### config.mk
export PLATFORM = sky130hd
export DESIGN_NAME = move_sequencer
export DESIGN_NICKNAME = d
export VERILOG_FILES = /design/src/rtl/move_pkg.sv /design/src/rtl/move_sequencer_sensor_debounce.sv /design/src/rtl/move_sequencer.sv
export SDC_FILE = /design/constraint.sdc
export NUM_CORES = 1
export LEC_CHECK = 0
export ABC_AREA = 1
export CORE_MARGIN = 2
export CORE_UTILIZATION = 30
export DETAILED_ROUTE_END_ITERATION = 6
export GPL_TIMING_DRIVEN = 1
export PLACE_DENSITY_LB_ADDON = 0.25
export SETUP_SLACK_MARGIN = 0.5
export SLEW_MARGIN = 20
export SYNTH_ARGS = -nofsm -noshare
export SYNTH_HDL_FRONTEND = slang
export SYNTH_SLANG_ARGS = --single-unit
### constraint.sdc
create_clock -name clk -period 2.2 [get_ports clk]
set_clock_uncertainty 0.15 [all_clocks]
set_input_delay 0.44 -clock clk [delete_from_list [all_inputs] [get_ports clk]]
set_output_delay 0.44 -clock clk [all_outputs]
set_load 0.01 [all_outputs]
### src/rtl/move_pkg.sv
// -----------------------------------------------------------------------------
// move_pkg
// Shared definitions for the move sequencer and its sensor debouncer:
//   - sequencer state encodings (legacy-compatible 3-bit constants)
//   - motor H-bridge codes and navigation FSM movement_sel codes
//   - command decode helpers (motor drive, duration class, legality)
// -----------------------------------------------------------------------------
package move_pkg;

  // Sequencer states
  localparam logic [2:0] ST_IDLE   = 3'd0;
  localparam logic [2:0] ST_SAMPLE = 3'd1;
  localparam logic [2:0] ST_DECIDE = 3'd2;
  localparam logic [2:0] ST_MOVE   = 3'd3;
  localparam logic [2:0] ST_SETTLE = 3'd4;

  // Motor H-bridge enables
  localparam logic [1:0] MOT_OFF = 2'b00;
  localparam logic [1:0] MOT_FWD = 2'b01;
  localparam logic [1:0] MOT_REV = 2'b10;

  // movement_sel codes from the navigation FSM
  localparam logic [3:0] SEL_HOLD  = 4'd0;
  localparam logic [3:0] SEL_FWD   = 4'd1;
  localparam logic [3:0] SEL_LEFT  = 4'd2;
  localparam logic [3:0] SEL_RIGHT = 4'd4;

  // Duration class of a manoeuvre; the sequencer maps it onto its tick params
  typedef enum logic [1:0] {
    DUR_HOLD = 2'd0,
    DUR_MOVE = 2'd1,
    DUR_TURN = 2'd2
  } dur_e;

  // Motor drive pair for one command
  typedef struct packed {
    logic [1:0] mot_l;
    logic [1:0] mot_r;
  } motor_pair_t;

  // Motor drive for a (ctl, sel) pair; anything not a recognised move holds.
  function automatic motor_pair_t cmd_motors(input logic [1:0] ctl, input logic [3:0] sel);
    motor_pair_t m;
    m.mot_l = MOT_OFF;
    m.mot_r = MOT_OFF;
    if (ctl == 2'd0) begin
      m.mot_l = MOT_OFF;
      m.mot_r = MOT_OFF;
    end else begin
      case (sel)
        SEL_FWD:   begin m.mot_l = MOT_FWD; m.mot_r = MOT_FWD; end
        SEL_LEFT:  begin m.mot_l = MOT_REV; m.mot_r = MOT_FWD; end
        SEL_RIGHT: begin m.mot_l = MOT_FWD; m.mot_r = MOT_REV; end
        default:   begin m.mot_l = MOT_OFF; m.mot_r = MOT_OFF; end
      endcase
    end
    return m;
  endfunction

  // Duration class for a (ctl, sel) pair.
  function automatic dur_e cmd_duration(input logic [1:0] ctl, input logic [3:0] sel);
    dur_e d;
    d = DUR_HOLD;
    if (ctl == 2'd0) begin
      d = DUR_HOLD;
    end else begin
      case (sel)
        SEL_FWD:   d = DUR_MOVE;
        SEL_LEFT:  d = DUR_TURN;
        SEL_RIGHT: d = DUR_TURN;
        default:   d = DUR_HOLD;
      endcase
    end
    return d;
  endfunction

  // A command is illegal only when the FSM is active (ctl != 0) and
  // movement_sel is not one of the four known codes.
  function automatic logic cmd_illegal(input logic [1:0] ctl, input logic [3:0] sel);
    logic bad;
    bad = 1'b0;
    if (ctl == 2'd0) begin
      bad = 1'b0;
    end else begin
      case (sel)
        SEL_HOLD, SEL_FWD, SEL_LEFT, SEL_RIGHT: bad = 1'b0;
        default:                               bad = 1'b1;
      endcase
    end
    return bad;
  endfunction

endpackage

### src/rtl/move_sequencer_sensor_debounce.sv
// -----------------------------------------------------------------------------
// sensor_debounce
// Two-flop synchroniser followed by a per-bit consecutive-sample debouncer.
// A stable bit flips only after DEBOUNCE consecutive synchronised samples that
// all differ from its current value; any agreeing sample restarts the count.
// Latency from a clean raw edge to stable_o: 2 + DEBOUNCE cycles.
// Ports:
//   clk       system clock
//   rst       asynchronous active-low reset
//   raw_i     raw sensor bits, asynchronous to clk
//   stable_o  debounced sensor bits (registered)
// -----------------------------------------------------------------------------
module sensor_debounce
  import move_pkg::*;
#(
  parameter int DEBOUNCE = 4,
  parameter int W        = 4
) (
  input  logic         clk,
  input  logic         rst,
  input  logic [W-1:0] raw_i,
  output logic [W-1:0] stable_o
);

  localparam int DW = $clog2(DEBOUNCE) + 1;
  localparam logic [DW-1:0] CNT_LAST = DW'(DEBOUNCE - 1);

  logic [W-1:0]  sync1_q;
  logic [W-1:0]  sync2_q;
  logic [W-1:0]  stable_q;
  logic [W-1:0]  stable_d;
  logic [DW-1:0] cnt_q [W];
  logic [DW-1:0] cnt_d [W];

  // Per-bit debounce: count disagreeing samples, commit on the last one
  always_comb begin
    stable_d = stable_q;
    for (int i = 0; i < W; i++) begin
      cnt_d[i] = cnt_q[i];
      if (sync2_q[i] == stable_q[i]) begin
        cnt_d[i] = '0;
      end else if (cnt_q[i] == CNT_LAST) begin
        cnt_d[i]    = '0;
        stable_d[i] = sync2_q[i];
      end else begin
        cnt_d[i] = cnt_q[i] + DW'(1);
      end
    end
  end

  // Synchroniser, debounce counters and stable bits
  always_ff @(posedge clk or negedge rst) begin
    if (!rst) begin
      sync1_q  <= '0;
      sync2_q  <= '0;
      stable_q <= '0;
      for (int i = 0; i < W; i++) begin
        cnt_q[i] <= '0;
      end
    end else begin
      sync1_q  <= raw_i;
      sync2_q  <= sync1_q;
      stable_q <= stable_d;
      for (int i = 0; i < W; i++) begin
        cnt_q[i] <= cnt_d[i];
      end
    end
  end

  assign stable_o = stable_q;

endmodule

### src/rtl/move_sequencer.sv
// -----------------------------------------------------------------------------
// move_sequencer
// Time-base and sequencing controller for the wall-following navigation FSM.
// Debounces the wall sensors, samples the FSM's Mealy outputs once per move,
// drives the motor H-bridge enables for a timed duration, and pulses nav_step
// once per manoeuvre so the FSM advances exactly once per move.
// Ports:
//   clk            system clock
//   rst            asynchronous active-low reset
//   enable         run request; low forces IDLE
//   sensor_raw     raw wall sensors (async)
//   state_control  navigation FSM Mealy output (ctl)
//   movement_sel   navigation FSM Mealy output (cmd)
//   sensor_stable  debounced sensors to the navigation FSM
//   nav_step       one-cycle clock enable for the FSM state register
//   motor_l/_r     motor enables: 01 fwd, 10 rev, 00 off
//   busy           high in any state except IDLE
//   move_count     completed manoeuvres, saturating
//   err            sticky illegal-command flag
// -----------------------------------------------------------------------------
module move_sequencer
  import move_pkg::*;
#(
  parameter int MOVE_TICKS = 1000,
  parameter int TURN_TICKS = 500,
  parameter int HOLD_TICKS = 8,
  parameter int DEBOUNCE   = 4
) (
  input  logic        clk,
  input  logic        rst,
  input  logic        enable,
  input  logic [3:0]  sensor_raw,
  input  logic [1:0]  state_control,
  input  logic [3:0]  movement_sel,
  output logic [3:0]  sensor_stable,
  output logic        nav_step,
  output logic [1:0]  motor_l,
  output logic [1:0]  motor_r,
  output logic        busy,
  output logic [15:0] move_count,
  output logic        err
);

  localparam int SAMPLE_TICKS = DEBOUNCE + 2;
  localparam int MAX_MT = (MOVE_TICKS > TURN_TICKS) ? MOVE_TICKS : TURN_TICKS;
  localparam int MAX_HS = (HOLD_TICKS > SAMPLE_TICKS) ? HOLD_TICKS : SAMPLE_TICKS;
  localparam int MAX_T  = (MAX_MT > MAX_HS) ? MAX_MT : MAX_HS;
  localparam int CW     = $clog2(MAX_T) + 1;

  // Counters are loaded with N-1 and the state exits on zero, giving N cycles
  localparam logic [CW-1:0] LD_MOVE   = CW'(MOVE_TICKS - 1);
  localparam logic [CW-1:0] LD_TURN   = CW'(TURN_TICKS - 1);
  localparam logic [CW-1:0] LD_HOLD   = CW'(HOLD_TICKS - 1);
  localparam logic [CW-1:0] LD_SAMPLE = CW'(SAMPLE_TICKS - 1);

  logic [2:0]    state_q, state_d;
  logic [CW-1:0] cnt_q, cnt_d;
  logic [1:0]    ctl_q, ctl_d;
  logic [3:0]    sel_q, sel_d;
  logic          err_q, err_d;
  logic [15:0]   count_q, count_d;
  logic          nav_q, nav_d;
  logic [1:0]    mot_l_q, mot_l_d;
  logic [1:0]    mot_r_q, mot_r_d;

  motor_pair_t   new_mot_s;
  motor_pair_t   cur_mot_s;
  dur_e          new_dur_s;
  logic          new_bad_s;
  logic [CW-1:0] decide_load_s;

  // Debounced sensors feed the navigation FSM directly
  sensor_debounce #(
    .DEBOUNCE (DEBOUNCE),
    .W        (4)
  ) u_debounce (
    .clk      (clk),
    .rst      (rst),
    .raw_i    (sensor_raw),
    .stable_o (sensor_stable)
  );

  // new_* decode the live FSM outputs (used in DECIDE), cur_* the latched ones
  assign new_mot_s = cmd_motors(state_control, movement_sel);
  assign new_dur_s = cmd_duration(state_control, movement_sel);
  assign new_bad_s = cmd_illegal(state_control, movement_sel);
  assign cur_mot_s = cmd_motors(ctl_q, sel_q);

  // Map the duration class of the new command onto its counter load value
  always_comb begin
    decide_load_s = LD_HOLD;
    case (new_dur_s)
      DUR_MOVE: decide_load_s = LD_MOVE;
      DUR_TURN: decide_load_s = LD_TURN;
      DUR_HOLD: decide_load_s = LD_HOLD;
      default:  decide_load_s = LD_HOLD;
    endcase
  end

  // Sequencer next-state, counter and registered-output logic
  always_comb begin
    state_d = state_q;
    cnt_d   = cnt_q;
    ctl_d   = ctl_q;
    sel_d   = sel_q;
    err_d   = err_q;
    count_d = count_q;
    nav_d   = 1'b0;
    mot_l_d = MOT_OFF;
    mot_r_d = MOT_OFF;
    if (!enable) begin
      // Abort from anywhere: motors already default off, no step, no count
      state_d = ST_IDLE;
      cnt_d   = '0;
    end else begin
      case (state_q)
        ST_IDLE: begin
          state_d = ST_SAMPLE;
          cnt_d   = LD_SAMPLE;
        end
        ST_SAMPLE: begin
          if (cnt_q == '0) begin
            // nav_step is registered, so it is high exactly during DECIDE
            state_d = ST_DECIDE;
            nav_d   = 1'b1;
          end else begin
            cnt_d = cnt_q - CW'(1);
          end
        end
        ST_DECIDE: begin
          ctl_d   = state_control;
          sel_d   = movement_sel;
          err_d   = err_q | new_bad_s;
          mot_l_d = new_mot_s.mot_l;
          mot_r_d = new_mot_s.mot_r;
          cnt_d   = decide_load_s;
          state_d = ST_MOVE;
        end
        ST_MOVE: begin
          if (cnt_q == '0) begin
            state_d = ST_SETTLE;
            cnt_d   = LD_HOLD;
            count_d = (count_q == 16'hFFFF) ? count_q : count_q + 16'd1;
          end else begin
            cnt_d   = cnt_q - CW'(1);
            mot_l_d = cur_mot_s.mot_l;
            mot_r_d = cur_mot_s.mot_r;
          end
        end
        ST_SETTLE: begin
          if (cnt_q == '0) begin
            state_d = ST_SAMPLE;
            cnt_d   = LD_SAMPLE;
          end else begin
            cnt_d = cnt_q - CW'(1);
          end
        end
        default: begin
          state_d = ST_IDLE;
          cnt_d   = '0;
        end
      endcase
    end
  end

  // State, counters and registered outputs
  always_ff @(posedge clk or negedge rst) begin
    if (!rst) begin
      state_q <= ST_IDLE;
      cnt_q   <= '0;
      ctl_q   <= 2'd0;
      sel_q   <= 4'd0;
      err_q   <= 1'b0;
      count_q <= 16'd0;
      nav_q   <= 1'b0;
      mot_l_q <= MOT_OFF;
      mot_r_q <= MOT_OFF;
    end else begin
      state_q <= state_d;
      cnt_q   <= cnt_d;
      ctl_q   <= ctl_d;
      sel_q   <= sel_d;
      err_q   <= err_d;
      count_q <= count_d;
      nav_q   <= nav_d;
      mot_l_q <= mot_l_d;
      mot_r_q <= mot_r_d;
    end
  end

  assign nav_step   = nav_q;
  assign motor_l    = mot_l_q;
  assign motor_r    = mot_r_q;
  assign move_count = count_q;
  assign err        = err_q;
  assign busy       = (state_q != ST_IDLE);

endmodule

==> results.sh <==
export IMPL_outcome="finished, final reports clean"
export IMPL_fp_coreArea_sq_mm=0.0108
export IMPL_grt_first_pass_wirelength_microns=13800
export IMPL_cp_arrival_ns=1.91
export IMPL_cap_violations=0
export IMPL_synth_warning_count=0
export IMPL_ys_ff_latch=66
export IMPL_max_stage_delay_ns=0.38
export IMPL_relSlewSlack=0.590
export IMPL_fin_tns_setup_ns=0
export IMPL_netlist_area_sq_mm=0.00333
export IMPL_portBuffers=39
export IMPL_netlist_instances=399
export IMPL_die_area_sq_mm=0.0120
export IMPL_cellPowerDensity_mw_per_mm2=1100
export IMPL_final_setup_viol_count=0
export IMPL_final_common_cell="nand2_1"
export IMPL_routed_via_count=3046
export IMPL_layoutNonFillerInstCount=658
export IMPL_start_kind="flop"
export IMPL_clk_latency_ns=0.35
export IMPL_grt_max_degree=25
export IMPL_cts_tree="done"
export IMPL_path_max_fanout=6
export IMPL_synth_top_area_frac=0.496
export IMPL_initial_core_util=0.307
export IMPL_fin_nets=536
export IMPL_dieWidth_microns=109
export IMPL_multi_input_area_sq_mm=0.00180
export IMPL_htree_levels=3
export IMPL_worstHoldStart="u_debounce.sync1_q[2]"
export IMPL_yosysUniqueCellTypes=29
export IMPL_cts_path_max_buffers=2
export IMPL_rsz0062_at_grt="yes"
export IMPL_clkTransAtPathRegs_ns=0.09
export IMPL_ant_nets=0
export IMPL_seqCellArea_sq_mm=0.00166
export IMPL_dpl_cell_count=586
export IMPL_p_leak_nw=2.58
export IMPL_cts_sinks=66
export IMPL_power_w=0.00555
export IMPL_firstDrtPassIters=6
export IMPL_gp_congestion=0.796
export IMPL_drtIter0Drc=133
export IMPL_hold_viol=0
export IMPL_antenna_cells=0
export IMPL_cts_made_buffers=9
export IMPL_post_route_util=0.466
export IMPL_worst_pin_slew_ns=0.615
export IMPL_crit_family="simple AND/OR/NAND/NOR gates"
export IMPL_antenna_found_initial=0
export IMPL_period_share=0.824
export IMPL_wirelength_microns=8430
export IMPL_root_buffer="clkbuf_8"
export IMPL_holdWs_ns=0.192
export IMPL_dp_hpwl_microns=5200
export IMPL_hp_class="reg -> reg"
export IMPL_ys_top_cells_by_area="dfrtp_1 50%, nand2_1 14%, inv_1 4.8%"
export IMPL_syn_nets=422
export IMPL_critPathKind="reg -> reg"
export IMPL_slowest_stage="dfrtp_2"
export IMPL_critPathBufInv=4
export IMPL_die_h_microns=109
export IMPL_grt_pass1_vias=2990
export IMPL_fill_cells=1029
export IMPL_routedWlPerCell_microns=12.8
export IMPL_final_cell_mix="93 x nand2_1, 60 x dfrtp_1, 48 x buf_4"
export IMPL_drc=0
export IMPL_finalMaxSlewViolations=0
export IMPL_syn2layout_area_growth_pct=51.7
export IMPL_io_pins=40
export IMPL_grt_overflow=0
export IMPL_cp_required_ns=2.30
export IMPL_synth_largest_area_cell="dfrtp_1"
export IMPL_reg2reg_from="move_count[8]"
export IMPL_syn_area_per_cell_sq_um=8.35
export IMPL_fmax_mhz=551
export IMPL_cp_startpoint="move_count[8]"
export IMPL_grt_total_usage=0.148
export IMPL_worstPathCellList="buf_4 > nand4_1 > nor2_2 > nand2_2 > nand2_2 > nor2_4 > buf_12 > buf_12 > buf_16 > nand2_1 > nand2_1"
export IMPL_yosysSeqAreaShare=0.496
export IMPL_period_minus_slack_ns=1.81
export IMPL_ir_drop_mv=0.612
export IMPL_rows=38
export IMPL_worstSetupEndpointType="flop"
export IMPL_via_per_inst=4.63
export IMPL_layout_drive_gt1_share=0.355
-- sequential cells by signal, summed over array words and instances (netlist names), 3 cells and up --
signal / flops
u_debounce.stable_o: 4
u_debounce.cnt_q: 12
state_q: 3
move_count: 16
u_debounce.sync1_q: 4
u_debounce.sync2_q: 4
cnt_q: 11
sel_q: 4
-- kinds of logic (layout without fill, tap and decap cells) --
| logic type | count (synthesis) | after routing | synth area share |
|---|---|---|---|
| AOI/OAI and AO/OA | 24 | 24 | 0.0387 |
| xor gates and xnor gates | 23 | 23 | 0.0605 |
| muxes | 4 | 4 | 0.0135 |
| and+or+nand+nor | 222 | 222 | 0.292 |
| adders and majority gates | 10 | 10 | 0.0376 |
| DFF | 66 | 66 | 0.496 |
| buffers and inverters | 50 | 169 | 0.0623 |
-- worst reg2reg max path: stages, from the launching register on --
cell     delay, ns
dfrtp_2       0.38
buf_4         0.15
nand4_1       0.18
nor2_2        0.17
nand2_2       0.08
nand2_2       0.08
nor2_4        0.06
buf_12        0.13
buf_12        0.12
buf_16        0.13
nand2_1       0.05
nand2_1       0.04
-- per-layer routing --
layer | GRT usage | part of all wire
met2 | 0.255 | 0.52
met5 | 0 | 0
met3 | 0.0350 | 0.037
met1 | 0.178 | 0.43
met4 | 0.0561 | 0.016
-- synth_stat cells, drive strengths merged --
| cell type | count |
|---|---|
| a21oi | 5 |
| buf | 3 |
| dfrtp | 66 |
| ha | 10 |
| inv | 47 |
| mux2 | 4 |
| nand2 | 126 |
| nand3 | 17 |
| nand3b | 1 |
| nand4 | 11 |
| nor2 | 50 |
| nor3 | 11 |
| nor3b | 4 |
| nor4 | 2 |
| o21ai | 16 |
| o21bai | 1 |
| o22ai | 2 |
| xnor2 | 12 |
| xor2 | 11 |
-- path summary, 6_finish.rpt --
kind | endpoint | slack [ns] | cells after the start
max | move_count[7] | 0.39 | 11
min | u_debounce.sync2_q[2] | 0.19 | 0
max reg2reg | move_count[7] | 0.39 | 11
min reg2reg | u_debounce.sync2_q[2] | 0.19 | 0
max in group asynchronous | state_q[1] | 0.66 | 3
min in group asynchronous | u_debounce.stable_o[2] | 0.48 | 2
-- per-stage QoR --
| stage | setup WS [ns] | instance area, sq um |
|---|---|---|
| after global routing | 0.301 | 5050 |
| after detailed placement | -0.254 | 4010 |
| after CTS | 0.334 | 4790 |
| final | 0.386 | 5050 |
| after global placement | -0.181 | 4010 |
| after floorplan | 0.477 | 3360 |
-- power breakdown --
part,switching (W),internal (W),leakage [nW]
Combinational,0.00141,0.00121,1.62
Clock,0.000518,0.000650,0.112
Sequential,0.000245,0.00152,0.841
Total,0.00218,0.00338,2.58
-- final cells by class --
cell class | count | share of cell area
timing repair buffer | 106 | 0.197
tap | 140 | 0.0347
inverter | 47 | 0.0384
clock buffer | 9 | 0.0245
sequential | 66 | 0.328
multi-input combinational | 283 | 0.357
clock inverter | 7 | 0.0201
-- timing repair --
action / in CTS / in global routing
setup buffers: 41 / 11
resized for setup: 85 / 69
endpoints found under the hold margin: 21 / 0
pin swaps: 16 / 33
setup endpoints to repair: 54 / 40
hold buffers: 1 / 0
gates cloned: 3 / 0
Note: power is estimated with default switching activity, not from simulation.
